**config.mk**
```make
export PLATFORM = sky130hd
export DESIGN_NAME = div_arbiter
export DESIGN_NICKNAME = d
export VERILOG_FILES = /design/src/rtl/div_pkg.sv /design/src/rtl/rr_arbiter.sv /design/src/rtl/div_arbiter.sv
export SDC_FILE = /design/constraint.sdc
export NUM_CORES = 1
export LEC_CHECK = 0
export CAP_MARGIN = 40
export CORE_MARGIN = 3
export CORE_UTILIZATION = 42
export DETAILED_ROUTE_END_ITERATION = 10
export HOLD_SLACK_MARGIN = 0.06
export PLACE_DENSITY = 0.87
export SYNTH_ARGS = -nofsm -noshare
export SYNTH_HDL_FRONTEND = slang
export SYNTH_SLANG_ARGS = --single-unit
export TNS_END_PERCENT = 30
```
**constraint.sdc**
```tcl
create_clock -name clk -period 8.8 [get_ports clk]
set_input_delay 0.88 -clock clk [delete_from_list [all_inputs] [get_ports clk]]
set_output_delay 0.88 -clock clk [all_outputs]
set_load 0.005 [all_outputs]
```
**src/rtl/div_pkg.sv**
```systemverilog
// Shared definitions for the divider arbiter: controller state encoding and default operand width.
package div_pkg;
  localparam int BITSIZE_DEF = 16;

  typedef enum logic [1:0] {
    IDLE  = 2'd0,
    ISSUE = 2'd1,
    WAIT  = 2'd2
  } state_t;
endpackage

```
**src/rtl/rr_arbiter.sv**
```systemverilog
// Combinational round-robin pick: first asserted request strictly after ptr, wrapping.
// Zero latency, no state; the caller owns the pointer register.
module rr_arbiter #(
  parameter int NREQ = 4,
  parameter int IDXW = 2
) (
  input  logic [NREQ-1:0] req,
  input  logic [IDXW-1:0] ptr,
  output logic [NREQ-1:0] winner,
  output logic [IDXW-1:0] win_idx
);

  always_comb begin
    int cand;
    logic [IDXW-1:0] c;
    winner  = '0;
    win_idx = '0;
    cand    = 0;
    c       = '0;
    // Scan farthest-first so the nearest requester after ptr overwrites earlier hits.
    for (int i = NREQ; i >= 1; i--) begin
      cand = (int'(ptr) + i) % NREQ;
      c    = IDXW'(cand);
      if (req[c]) begin
        winner    = '0;
        winner[c] = 1'b1;
        win_idx   = c;
      end
    end
  end

endmodule

```
**src/rtl/div_arbiter.sv**
```systemverilog
// Shares one divider among NREQ requesters round-robin; grant one cycle after a request, done one cycle after divider idle.
// Requests are level-sensitive and simply wait while busy; DIV_ARB_ZERO_BYPASS_EN completes zero-divisor jobs without the divider.
module div_arbiter
  import div_pkg::*;
#(
  parameter int BITSIZE = BITSIZE_DEF,
  parameter int NREQ    = 4,
  parameter int IDXW    = 2
) (
  input  logic                      clk,
  input  logic                      rst,
  input  logic [NREQ-1:0]           req,
  input  logic [NREQ*BITSIZE-1:0]   dividend_in,
  input  logic [NREQ*BITSIZE-1:0]   divisor_in,
  output logic [NREQ-1:0]           grant,
  output logic [NREQ-1:0]           done,
  output logic [BITSIZE-1:0]        quotient,
  output logic [BITSIZE-1:0]        remainder,
  output logic                      div_by_zero,
  output logic                      busy,
  output logic                      div_strt,
  output logic [BITSIZE-1:0]        div_dividend,
  output logic [BITSIZE-1:0]        div_divisor,
  input  logic [BITSIZE-1:0]        div_quotient,
  input  logic [BITSIZE-1:0]        div_remainder,
  input  logic                      div_not_valid,
  input  logic                      div_idle
);

  state_t              state_q, state_d;
  logic [IDXW-1:0]     ptr_q, ptr_d, sel_q, sel_d;
  logic [NREQ-1:0]     grant_q, grant_d, done_q, done_d;
  logic [BITSIZE-1:0]  quot_q, quot_d, rem_q, rem_d, opa_q, opa_d, opb_q, opb_d;
  logic                dbz_q, dbz_d;
`ifdef DIV_ARB_ZERO_BYPASS_EN
  logic                byp_q, byp_d;
`endif

  logic [NREQ-1:0]     rr_win;
  logic [IDXW-1:0]     rr_idx;
  logic [BITSIZE-1:0]  win_a, win_b;

  rr_arbiter #(.NREQ(NREQ), .IDXW(IDXW)) u_rr (
    .req     (req),
    .ptr     (ptr_q),
    .winner  (rr_win),
    .win_idx (rr_idx)
  );

  assign win_a = dividend_in[int'(rr_idx)*BITSIZE +: BITSIZE];
  assign win_b = divisor_in[int'(rr_idx)*BITSIZE +: BITSIZE];

  always_comb begin
    state_d = state_q;
    ptr_d   = ptr_q;
    sel_d   = sel_q;
    grant_d = '0;
    done_d  = '0;
    quot_d  = quot_q;
    rem_d   = rem_q;
    dbz_d   = dbz_q;
    opa_d   = opa_q;
    opb_d   = opb_q;
`ifdef DIV_ARB_ZERO_BYPASS_EN
    byp_d   = byp_q;
`endif
    case (state_q)
      IDLE: begin
        if (|req && div_idle) begin
          grant_d = rr_win;
          sel_d   = rr_idx;
          ptr_d   = rr_idx;
          opa_d   = win_a;
          opb_d   = win_b;
`ifdef DIV_ARB_ZERO_BYPASS_EN
          // Zero divisor skips ISSUE so the divider never starts.
          byp_d   = (win_b == '0);
          state_d = (win_b == '0) ? WAIT : ISSUE;
`else
          state_d = ISSUE;
`endif
        end
      end
      ISSUE: state_d = WAIT;
      WAIT: begin
`ifdef DIV_ARB_ZERO_BYPASS_EN
        if (byp_q) begin
          done_d[sel_q] = 1'b1;
          quot_d        = '1;
          rem_d         = opa_q;
          dbz_d         = 1'b1;
          byp_d         = 1'b0;
          state_d       = IDLE;
        end else
`endif
        if (div_idle) begin
          done_d[sel_q] = 1'b1;
          quot_d        = div_quotient;
          rem_d         = div_remainder;
          dbz_d         = div_not_valid;
          state_d       = IDLE;
        end
      end
      default: state_d = IDLE;
    endcase
  end

  always_ff @(posedge clk or posedge rst) begin
    if (rst) begin
      state_q <= IDLE;
      ptr_q   <= IDXW'(NREQ-1);
      sel_q   <= '0;
      grant_q <= '0;
      done_q  <= '0;
      quot_q  <= '0;
      rem_q   <= '0;
      dbz_q   <= 1'b0;
      opa_q   <= '0;
      opb_q   <= '0;
`ifdef DIV_ARB_ZERO_BYPASS_EN
      byp_q   <= 1'b0;
`endif
    end else begin
      state_q <= state_d;
      ptr_q   <= ptr_d;
      sel_q   <= sel_d;
      grant_q <= grant_d;
      done_q  <= done_d;
      quot_q  <= quot_d;
      rem_q   <= rem_d;
      dbz_q   <= dbz_d;
      opa_q   <= opa_d;
      opb_q   <= opb_d;
`ifdef DIV_ARB_ZERO_BYPASS_EN
      byp_q   <= byp_d;
`endif
    end
  end

  assign grant        = grant_q;
  assign done         = done_q;
  assign quotient     = quot_q;
  assign remainder    = rem_q;
  assign div_by_zero  = dbz_q;
  assign busy         = (state_q != IDLE);
  assign div_strt     = (state_q == ISSUE);
  assign div_dividend = opa_q;
  assign div_divisor  = opb_q;

endmodule
```
==> flow_summary.ini <==
[clocking]
postCtsSetupRepairBufs = 0
cts_tree = done
clock_sinks = 79
clkTransAtPathRegs_ps = 90
cts_buffer_depth = 2
cts_hold_buffers = 0
numCtsBuffers = 9
cts_root_buf = clkbuf_8
cts.repair.resized = 0
htreeDepth = 3
clock_latency_ps = 350

[synth]
netlist_instances = 424
yosysUniqueCellTypes = 42
synth-edff-count = 0
yosysSeqAreaShare = 0.469
synth_seq_cells = 79
ys_async_sr_fraction = 1.00
syn-num-nets = 598
netlist_area_um2 = 4220
syn_avg_cell_area_um2 = 9.96
ys_warn_count = 0
ys.flop_type = dfrtp_1

[route]
vias = 4198
initialDrtViolationCount = 196
wl_per_cell_um = 18.2
ant_nets = 0
viasPerCell = 5.30
first_pass_iters = 4
routed_wl_um = 14400
drc = 0

[placed_design]
placed_cells = 775
gp_congestion = 0.808
port-buffer-count = 242
dp_hpwl_um = 10900

[flow_run]
maxCapViolCount = 0

[hold_path]
whs_path_depth = 2
hold_end = remainder[6]$_DFFE_PP0P_
hold_start = remainder[6]$_DFFE_PP0P_
hp-class = reg -> reg

[die]
die_area_um2 = 11300
core_area_um2 = 9500
dieWidth_um = 106
pin_count = 243
die_y_um = 106
initial_core_util = 0.445
rows = 35

[final_layout]
synthToLayoutAreaGrowth_pct = 64.4
final_util = 0.731
final_cell_mix = clkdlybuf4s50_1, nand2_1, dfrtp_1
drive_gt1_frac = 0.0755
final_common_cell = clkdlybuf4s50_1
layout.cells.non_filler = 792
nets = 831

[sta]
relSlewSlack = 0.397
tns_ps = 0
finalSetupViolCount = 0
period_minus_slack_ps = 4190
slew_violations = 0
post-route-period-util = 0.476
fmax_mhz = 239
hold_viol = 0
worst_pin_slew_ps = 901
finClkSkew_ps = 12.1
rsz0062_at_grt = no

[grt]
grt_max_degree = 69
grt_pass1_vias = 4399
gr-total-overflow = 0
grt_use_total = 0.250
antenna_found_initial = 1
grt_pass1_wl_um = 22200

[setup_path]
critPathKind = reg -> reg
reg2reg_depth = 9
cp.arrival_ps = 4420
endpoint_kind = flip-flop
r2r-start = ptr_q[1]$_DFFE_PP1P_
r2r_end = div_divisor[10]$_DFFE_PP0P_
crit_required_ps = 9030
reg2reg_slack_ps = 4610
start_kind = flip-flop
path_max_fanout = 50

[power]
peakVddDrop_uv = 119
p_leak_nw = 3.01
power.density_nw_per_um2 = 300

[run_status]
status = complete, no violations
==> synth_stat cells, types with 2 or more instances <==
cell type / instances / share of area
mux2_2: 15 / 0.040
a21o_1: 2 / 0.0036
mux2i_1: 38 / 0.090
inv_1: 3 / 0.0027
o21ai_0: 2 / 0.0024
a31oi_1: 2 / 0.0030
dfstp_2: 2 / 0.012
o31ai_1: 2 / 0.0036
clkbuf_1: 14 / 0.012
nor2_1: 13 / 0.012
nor3b_1: 2 / 0.0036
inv_2: 2 / 0.0018
a221oi_1: 4 / 0.0083
mux2_1: 20 / 0.053
buf_12: 3 / 0.014
dfrtp_1: 77 / 0.46
nand2_1: 114 / 0.10
a21oi_1: 38 / 0.045
buf_2: 4 / 0.0047
buf_6: 5 / 0.013
o22ai_1: 32 / 0.047
or3_1: 4 / 0.0059
mux2i_2: 2 / 0.0065
ha_1: 6 / 0.018
==> layout make-up <==
class,instances,area [um^2]
diodes,1,2.50
clock buffers,11,141
clock inverters,5,81.3
fillers,641,2560
inverters,6,23.8
multi-input cells,312,2030
flip-flops and latches,79,1980
well taps,129,161
repair buffers,249,2520
==> state kept, by name (all words and copies together), names as in the netlist <==
signal        count
div_by_zero       1
div_dividend     16
div_divisor      16
done              4
grant             4
ptr_q             2
quotient         16
remainder        16
sel_q             2
state_q           2
==> through the flow <==
step	hold WS, ps	cell area, um^2	power [mW]	setup WS (ps)
4_1_cts	481	6940	2.09	4620
3_3_place_gp	457	6650	1.72	4500
2_1_floorplan	449	4220	1.28	5840
6_report	478	6940	2.08	4610
5_1_grt	498	6940	2.21	4330
3_5_place_dp	462	6720	1.78	4540
==> logic make-up after synthesis <==
family,synth area share
AOI/OAI and AO/OA,0.132
adders and majority gates,0.0178
buffers and inverters,0.0509
DFF,0.469
muxes,0.193
and+or+nand+nor,0.137
==> per-layer routing <==
layer | vias to the layer above | share of wire | global-route usage
li1 | 1956 | - | -
met1 | 1983 | 0.37 | 0.278
met2 | 229 | 0.50 | 0.439
met3 | 30 | 0.091 | 0.0826
met4 | 0 | 0.031 | 0.101
met5 | - | 0 | 0
==> power breakdown <==
part / leakage, nW / internal, mW / switching [mW]
clock network: 0.110 / 0.168 / 0.134
logic: 1.96 / 0.625 / 0.519
registers: 0.944 / 0.530 / 0.108
total: 3.01 / 1.32 / 0.760
==> worst max path at each step <==
stage / start / endpoint / slack (ps)
after global routing: ptr_q[1]$_DFFE_PP1P_ / div_divisor[10]$_DFFE_PP0P_ / 4330
after floorplan: ptr_q[0]$_DFFE_PP1P_ / div_dividend[15]$_DFFE_PP0P_ / 5840
final: ptr_q[1]$_DFFE_PP1P_ / div_divisor[10]$_DFFE_PP0P_ / 4610
after detailed placement: req[0] / div_divisor[10]$_DFFE_PP0P_ / 4540
after CTS: ptr_q[1]$_DFFE_PP1P_ / div_divisor[10]$_DFFE_PP0P_ / 4620
after global placement: req[3] / div_divisor[15]$_DFFE_PP0P_ / 4500
==> critical path, stage by stage (launching register included) <==
cell	delay [ps]
dfstp_2	670
inv_1	200
ha_1	510
mux2i_2	340
o31ai_1	160
a211oi_4	810
buf_4	720
mux2_1	390
o22ai_1	160
a21oi_1	70
No activity file was read; power rests on OpenSTA's default activity.
